## config.mk

```make
export PLATFORM = sky130hd
export DESIGN_NAME = dec_neuron_mac
export DESIGN_NICKNAME = d
export VERILOG_FILES = /design/src/rtl/dec_neuron_mac.sv
export SDC_FILE = /design/constraint.sdc
export NUM_CORES = 1
export LEC_CHECK = 0
export ABC_CLOCK_PERIOD_IN_PS = 9800
export CAP_MARGIN = 20
export CELL_PAD_IN_SITES_DETAIL_PLACEMENT = 1
export CELL_PAD_IN_SITES_GLOBAL_PLACEMENT = 1
export CORE_AREA = 2 2 235 191
export DETAILED_ROUTE_END_ITERATION = 16
export DIE_AREA = 0 0 237 193
export GPL_ROUTABILITY_DRIVEN = 0
export PLACE_DENSITY_LB_ADDON = 0.1
export SYNTH_ARGS = -nofsm -noshare
export SYNTH_HDL_FRONTEND = slang
export SYNTH_SLANG_ARGS = --single-unit
```

## constraint.sdc

```tcl
create_clock -name clk -period 9.8 [get_ports clk]
set_input_delay 1.47 -clock clk [delete_from_list [all_inputs] [get_ports clk]]
set_output_delay 1.47 -clock clk [all_outputs]
set_load 0.02 [all_outputs]
```

## src/rtl/dec_neuron_mac.sv

```systemverilog
// Fixed-point neuron MAC: accumulates N_IN weighted activation beats, adds bias, rounds, saturates.
// Optional macro DEC_NEURON_RELU_EN clamps negative results to zero.
module dec_neuron_mac #(
  parameter int DATA_WIDTH = 16,
  parameter int FRAC_BITS  = 8,
  parameter int N_IN       = 16
) (
  input  logic                         clk,
  input  logic                         rst_n,
  input  logic signed [DATA_WIDTH-1:0] w0,
  input  logic signed [DATA_WIDTH-1:0] w1,
  input  logic signed [DATA_WIDTH-1:0] w2,
  input  logic signed [DATA_WIDTH-1:0] w3,
  input  logic signed [DATA_WIDTH-1:0] w4,
  input  logic signed [DATA_WIDTH-1:0] w5,
  input  logic signed [DATA_WIDTH-1:0] w6,
  input  logic signed [DATA_WIDTH-1:0] w7,
  input  logic signed [DATA_WIDTH-1:0] w8,
  input  logic signed [DATA_WIDTH-1:0] w9,
  input  logic signed [DATA_WIDTH-1:0] w10,
  input  logic signed [DATA_WIDTH-1:0] w11,
  input  logic signed [DATA_WIDTH-1:0] w12,
  input  logic signed [DATA_WIDTH-1:0] w13,
  input  logic signed [DATA_WIDTH-1:0] w14,
  input  logic signed [DATA_WIDTH-1:0] w15,
  input  logic signed [DATA_WIDTH-1:0] bias,
  input  logic                         in_valid,
  output logic                         in_ready,
  input  logic signed [DATA_WIDTH-1:0] in_data,
  output logic                         out_valid,
  input  logic                         out_ready,
  output logic signed [DATA_WIDTH-1:0] out_data
);

  localparam int ACC_W  = 2 * DATA_WIDTH + 5;
  localparam int PROD_W = 2 * DATA_WIDTH;
  localparam int CNT_W  = (N_IN > 1) ? $clog2(N_IN) : 1;

  localparam logic signed [ACC_W-1:0] SAT_MAX =
    {{(ACC_W - DATA_WIDTH + 1){1'b0}}, {(DATA_WIDTH - 1){1'b1}}};
  localparam logic signed [ACC_W-1:0] SAT_MIN =
    {{(ACC_W - DATA_WIDTH + 1){1'b1}}, {(DATA_WIDTH - 1){1'b0}}};
  localparam logic signed [ACC_W-1:0] ROUND_HALF =
    {{(ACC_W - 1){1'b0}}, 1'b1} <<< (FRAC_BITS - 1);

  typedef enum logic [1:0] {ACC, FIN, OUT} state_t;

  state_t                         state;
  state_t                         state_next;
  logic        [CNT_W-1:0]        cnt;
  logic signed [ACC_W-1:0]        acc;
  logic signed [DATA_WIDTH-1:0]   w_arr [16];
  logic signed [DATA_WIDTH-1:0]   weight_sel;
  logic signed [PROD_W-1:0]       product;
  logic signed [ACC_W-1:0]        product_ext;
  logic signed [ACC_W-1:0]        bias_ext;
  logic signed [ACC_W-1:0]        round_sum;
  logic signed [ACC_W-1:0]        scaled;
  logic signed [DATA_WIDTH-1:0]   sat_result;
  logic signed [DATA_WIDTH-1:0]   fin_result;
  logic                           accept;
  logic                           last_beat;

  assign w_arr[0]  = w0;
  assign w_arr[1]  = w1;
  assign w_arr[2]  = w2;
  assign w_arr[3]  = w3;
  assign w_arr[4]  = w4;
  assign w_arr[5]  = w5;
  assign w_arr[6]  = w6;
  assign w_arr[7]  = w7;
  assign w_arr[8]  = w8;
  assign w_arr[9]  = w9;
  assign w_arr[10] = w10;
  assign w_arr[11] = w11;
  assign w_arr[12] = w12;
  assign w_arr[13] = w13;
  assign w_arr[14] = w14;
  assign w_arr[15] = w15;

  // Weights are used live, selected by the current beat index.
  always_comb begin
    weight_sel = '0;
    for (int i = 0; i < 16; i++) begin
      if (cnt == CNT_W'(i)) weight_sel = w_arr[i];
    end
  end

  assign product     = in_data * weight_sel;
  assign product_ext = {{(ACC_W - PROD_W){product[PROD_W-1]}}, product};
  assign accept      = in_valid && (state == ACC);
  assign last_beat   = (cnt == CNT_W'(N_IN - 1));

  assign bias_ext  = {{(ACC_W - DATA_WIDTH){bias[DATA_WIDTH-1]}}, bias};
  assign round_sum = acc + (bias_ext <<< FRAC_BITS) + ROUND_HALF;
  assign scaled    = round_sum >>> FRAC_BITS;

  always_comb begin
    if (scaled > SAT_MAX)
      sat_result = {1'b0, {(DATA_WIDTH - 1){1'b1}}};
    else if (scaled < SAT_MIN)
      sat_result = {1'b1, {(DATA_WIDTH - 1){1'b0}}};
    else
      sat_result = scaled[DATA_WIDTH-1:0];
  end

`ifdef DEC_NEURON_RELU_EN
  assign fin_result = sat_result[DATA_WIDTH-1] ? '0 : sat_result;
`else
  assign fin_result = sat_result;
`endif

  always_ff @(posedge clk or negedge rst_n) begin
    if (!rst_n) state <= ACC;
    else        state <= state_next;
  end

  always_comb begin
    state_next = state;
    in_ready   = 1'b0;
    out_valid  = 1'b0;
    unique case (state)
      ACC: begin
        in_ready = 1'b1;
        if (accept && last_beat) state_next = FIN;
      end
      FIN: state_next = OUT;
      OUT: begin
        out_valid = 1'b1;
        if (out_ready) state_next = ACC;
      end
      default: state_next = ACC;
    endcase
  end

  // FIN registers the result and clears the accumulator for the next frame.
  always_ff @(posedge clk or negedge rst_n) begin
    if (!rst_n) begin
      cnt      <= '0;
      acc      <= '0;
      out_data <= '0;
    end else begin
      if (accept) begin
        acc <= acc + product_ext;
        cnt <= last_beat ? '0 : cnt + 1'b1;
      end
      if (state == FIN) begin
        out_data <= fin_result;
        acc      <= '0;
      end
    end
  end

endmodule

```

After elaboration in Yosys (flattened, before gate mapping)
Index checks and enable logic that the tools add are counted.

word-level totals
  bits in writable memories = 0
  bits in latches = 0
  flip-flop bits (word level) = 59
  memories kept = 0
  logic and storage cells = 62
  output and inout bits = 18
  bits of input ports = 292
  memory bits (read-only) = 0

operators by class
  $add $sub $neg = 4
  shift operators = 0
  multiplexer cells = 26
  equal/unequal tests = 19
  reductions and logical operators = 6
  $mul = 1
  order comparisons = 2
  divide/modulo/power cells = 0
  bitwise logic cells = 0

operator list
  kind                     count
  $mux W16                 18
  $mux W37                 2
  $add A37 B24 Y37         1
  $add A37 B32 Y37         1
  $add A37 B9 Y37 const B  1
  $eq A4 B4 Y1 const B     8
  $mul A16 B16 Y32         1
  $gt A29 B16 Y1 const B   1
  $lt A29 B16 Y1 const B   1
  $eq A4 B3 Y1 const B     4
  $eq A4 B2 Y1 const B     2
  $pmux W2 S3              1
  $add A4 B1 Y4 const B    1
  $eq A4 B1 Y1 const B     1
  $logic_not A4 Y1         1
  $mux W2                  2
  $mux W4                  1
  $eq A2 B1 Y1 const B     1
  $eq A2 B2 Y1 const B     1
  $logic_and A1 B1 Y1      2
  $logic_not A2 Y1         1
  $mux W1                  2
  $ne A2 B1 Y1 const B     1
  $ne A2 B2 Y1 const B     1
  2 further kinds          2

Depth between registers and ports, before layout
  depth after elaboration = 21
  depth in mapped cells = 38
  mapped depth without buffers = 35

Worst setup path before layout
Ideal clock, no wire load.

  path type = in2reg
  from = input port w0[1]
  to = register acc[31]
  data required time = 9671 ps
  library setup time = 129 ps
  path slack = 862 ps
  path buffers = 1
  cell stages on the path = 31
  arrival = 8808 ps
  cell sequence = nor2b_1 > a221oi_1 > o31ai_1 > a221oi_1 > o21ai_0 > o211ai_1 > a21o_1 > a31oi_1 > a221oi_2 > clkbuf_1 > nand2b_1 > fa_1 > fa_1 > fa_1 > inv_1 > fa_1 > fa_1 > inv_1 > fa_1 > inv_1 > ha_1 > a21o_1 > a21o_1 > a311o_1 > o21bai_1 > a2111oi_2 > nor2_1 > a211o_1 > a21oi_1 > xor2_1 > o21ai_1

on the way
  cells in the longest elaborated chain, start to end = 20

RTL lines
  item                     line  text
  start, declared          10    input logic signed [DATA_WIDTH-1:0] w0,
  $mux W16 (16 in series)  85    if (cnt == CNT_W'(i)) weight_sel = w_arr[i];
  $mul A16 B16 Y32         89    assign product = in_data * weight_sel;
  $add A37 B32 Y37         144   acc <= acc + product_ext;
  $mux W37                 143   if (accept) begin
  $mux W37                 147   if (state == FIN) begin
  end signal, assigned     144
  end, declared            51    logic signed [ACC_W-1:0] acc;

No other way between the ends. The select of a mux whose other input is x is not followed.
A chain may end at the register's enable or synchronous reset.

Worst setup path after layout
  from = input port w1[0]
  to = register acc[19]

on the way
  cells in the longest elaborated chain, start to end = 19

RTL lines
  item                     line  text
  start, declared          11    input logic signed [DATA_WIDTH-1:0] w1,
  $mux W16 (15 in series)  85
  $mul A16 B16 Y32         89
  $add A37 B32 Y37         144
  $mux W37                 143
  $mux W37                 147

No other way between the ends. The select of a mux whose other input is x is not followed.

==> results.json <==
{
  "outcome": "complete, no violations",
  "drive_gt1_share_pct": 6.57,
  "crit_required_ns": 10.02,
  "clk_pin_slew_ns": 0.06,
  "ys_warn_count": 0,
  "r2r-start": "cnt[0]$_DFFE_PN0P_",
  "synth_top_area_share_pct": 35.6,
  "clockBufferDepth": 2,
  "yosys.area_share.simple_pct": 16.1,
  "chipWidth_um": 237,
  "drc": 0,
  "cpMaxStageDelayCell": "a2111oi_2",
  "critPathMaxFanout": 9,
  "path_class": "in2reg",
  "antenna_found_initial": 13,
  "synth-compound-area-share_pct": 17.8,
  "syn_to_final_growth_pct": 24.8,
  "final_common_cell": "inv_1",
  "synthMuxAreaShare_pct": 0.111,
  "coreArea_um2": 43600,
  "drt-initial-drc-count": 824,
  "die_h_um": 193,
  "synthAdderAreaFrac_pct": 45.3,
  "layout.nets": 3107,
  "setup_viol": 0,
  "worst_pin_slew_ns": 1.04,
  "grt_max_degree": 60,
  "r2r-end": "acc[19]$_DFFE_PN0P_",
  "drtAntennaViolNets": 0,
  "clock_sink_count": 59,
  "rrSetupSlack_ns": 0.42,
  "multi_input_area_um2": 14900,
  "grt_setup_unrepaired": "true",
  "slew_headroom_pct": 30.5,
  "crit_path_end_kind": "flip-flop",
  "start_kind": "input port",
  "final-seq-area_um2": 1480,
  "cts_buffers": 9,
  "num_rows": 69,
  "synth.area.top_cells": "fa_1 36%, ha_1 9.7%, dfrtp_1 8.2%",
  "hp-class": "reg2reg",
  "final_cell_mix": "348 x inv_1, 316 x fa_1, 308 x clkdlybuf4s50_1",
  "fmax_mhz": 105,
  "overflow": 0,
  "yosys_most_used_dff": "dfrtp_1",
  "viasPerCell": 5.51,
  "fill_cells": 5022,
  "synth.distinct_cells": 88,
  "max_cap_violations": 0,
  "synth_top_family_by_area": "adder cells",
  "whs_path_depth": 2,
  "grt_pass1_wl_um": 105000,
  "hold_ws_ns": 0.501,
  "place_hpwl_um": 57300,
  "synth.net_count": 2805,
  "arrival_ns": 9.73,
  "io_pins": 310,
  "yosysTopAreaCell": "fa_1",
  "syn-cell-area_um2": 18000,
  "drtPass1Iterations": 5,
  "finalCriticalPeriod_ns": 9.52,
  "hp-start": "out_data[15]$_DFFE_PN0P_",
  "cts_root_buf": "clkbuf_16",
  "synth.avg_cell_area_um2": 8.77,
  "h-tree-depth": 3,
  "ys_seq_elements": 59,
  "async_reset_ff_share_pct": 100,
  "initial_utilization_pct": 41.3,
  "wire_per_inst_um": 22.6,
  "ys_seq_area_share_pct": 8.20,
  "crit_end": "acc[19]$_DFFE_PN0P_",
  "dr_total_vias": 16200,
  "max_stage_delay_ns": 0.72,
  "post-route-period-util_pct": 97.1,
  "skew_ns": 0.0149,
  "port_buffers": 309,
  "slew_viol_final": 0,
  "cts_tree": "built",
  "grt_use_total_pct": 29.8,
  "die_area_um2": 45700,
  "first_global_vias": 17700,
  "routed_wl_um": 66600,
  "synthCells": 2053,
  "cts_hold_buffers": 0,
  "r2r_cells": 32,
  "synth_edf_count": 0,
  "synth_xor_area_share_pct": 2.97,
  "crit_path_start": "w1[0]",
  "hold_violations": 0,
  "clk_latency_ns": 0.34
}
## Yosys cell counts, types with 8 or more instances
cell        n
a221oi_1   48
a211oi_1   11
clkbuf_1   66
nor2_1     87
inv_1     348
and2_1     80
o221ai_1    8
o21ai_0   122
o211ai_1   14
a21o_1     28
o31ai_1    16
and3_1     14
nor2b_1   102
nand2_1   188
xor2_1     21
buf_2      23
a22oi_1    11
nand2b_1   23
ha_1      140
o21ai_1    14
o22ai_1    10
a21oi_1    66
o21a_1     14
nand3_1    40
dfrtp_1    59
fa_1      320
xnor2_1    40
o21bai_1   11
o22ai_2    10
## logic make-up (layout without fill, tap and decap cells)
| kind of cell | count (synthesis) | in the layout |
|---|---|---|
| AND/OR/NAND/NOR | 576 | 576 |
| adder cells (fa/ha/maj) | 460 | 460 |
| AO/OA/AOI/OAI | 452 | 452 |
| buffers and inverters | 443 | 749 |
| XOR/XNOR | 61 | 61 |
| flip-flops | 59 | 59 |
| multiplexers | 2 | 2 |
| other | 0 | 13 |
## registers in the layout, summed over array words and instances (netlist names)
name,count
state,2
cnt,4
acc,37
out_data,16
## final cells by class
class	instances	share of cell area (%)
Antenna cell	13	0.145
Clock buffer	11	1.12
Clock inverter	4	0.223
Inverter	348	5.81
Multi-Input combinational cell	1551	66.4
Sequential cell	59	6.57
Tap cell	568	3.16
Timing Repair Buffer	386	16.6
## worst max-delay path: cells and delay by family
kind | cells | cell delay [ns]
AOI/OAI and AO/OA | 18 | 4.92
adders and majority gates | 7 | 2.55
and+or+nand+nor | 1 | 0.16
buffers and inverters | 5 | 0.60
## through the flow
stage	setup WS (ns)	cell area [um^2]	cells	utilization, %	TNS [ns]
finish	0.284	22500	2940	51.6	0
floorplan	0.862	18000	2053	-	0
global route	0.00327	22500	2938	51.6	0
detailed placement	-0.299	22000	2909	50.5	-1.32
global placement	-0.0770	22000	2909	50.5	-0.261
CTS	0.0638	22300	2924	51.2	0
## layer usage
| layer | track usage (%) | routed length [um] |
|---|---|---|
| met1 | 41.7 | 30900 |
| met2 | 47.9 | 30400 |
| met5 | 0.836 | 0 |
| met3 | 4.38 | 3450 |
| met4 | 9.42 | 1780 |
## repair_timing
item / CTS / global route
gates resized for setup: 0 / 27
setup buffers: 0 / 3
setup endpoints to repair: 0 / 11
## worst min path at each step
| stage | end | slack, ns |
|---|---|---|
| finish | out_data[15]$_DFFE_PN0P_ | 0.50 |
| global route | out_data[15]$_DFFE_PN0P_ | 0.52 |
| CTS | out_data[15]$_DFFE_PN0P_ | 0.50 |
| detailed placement | out_data[15]$_DFFE_PN0P_ | 0.48 |
| global placement | out_data[15]$_DFFE_PN0P_ | 0.46 |
| floorplan | acc[5]$_DFFE_PN0P_ | 0.48 |
Power is left out: the tool's default activity adds up to more than one toggle a clock period on the data nets, which glitch-free logic cannot reach.
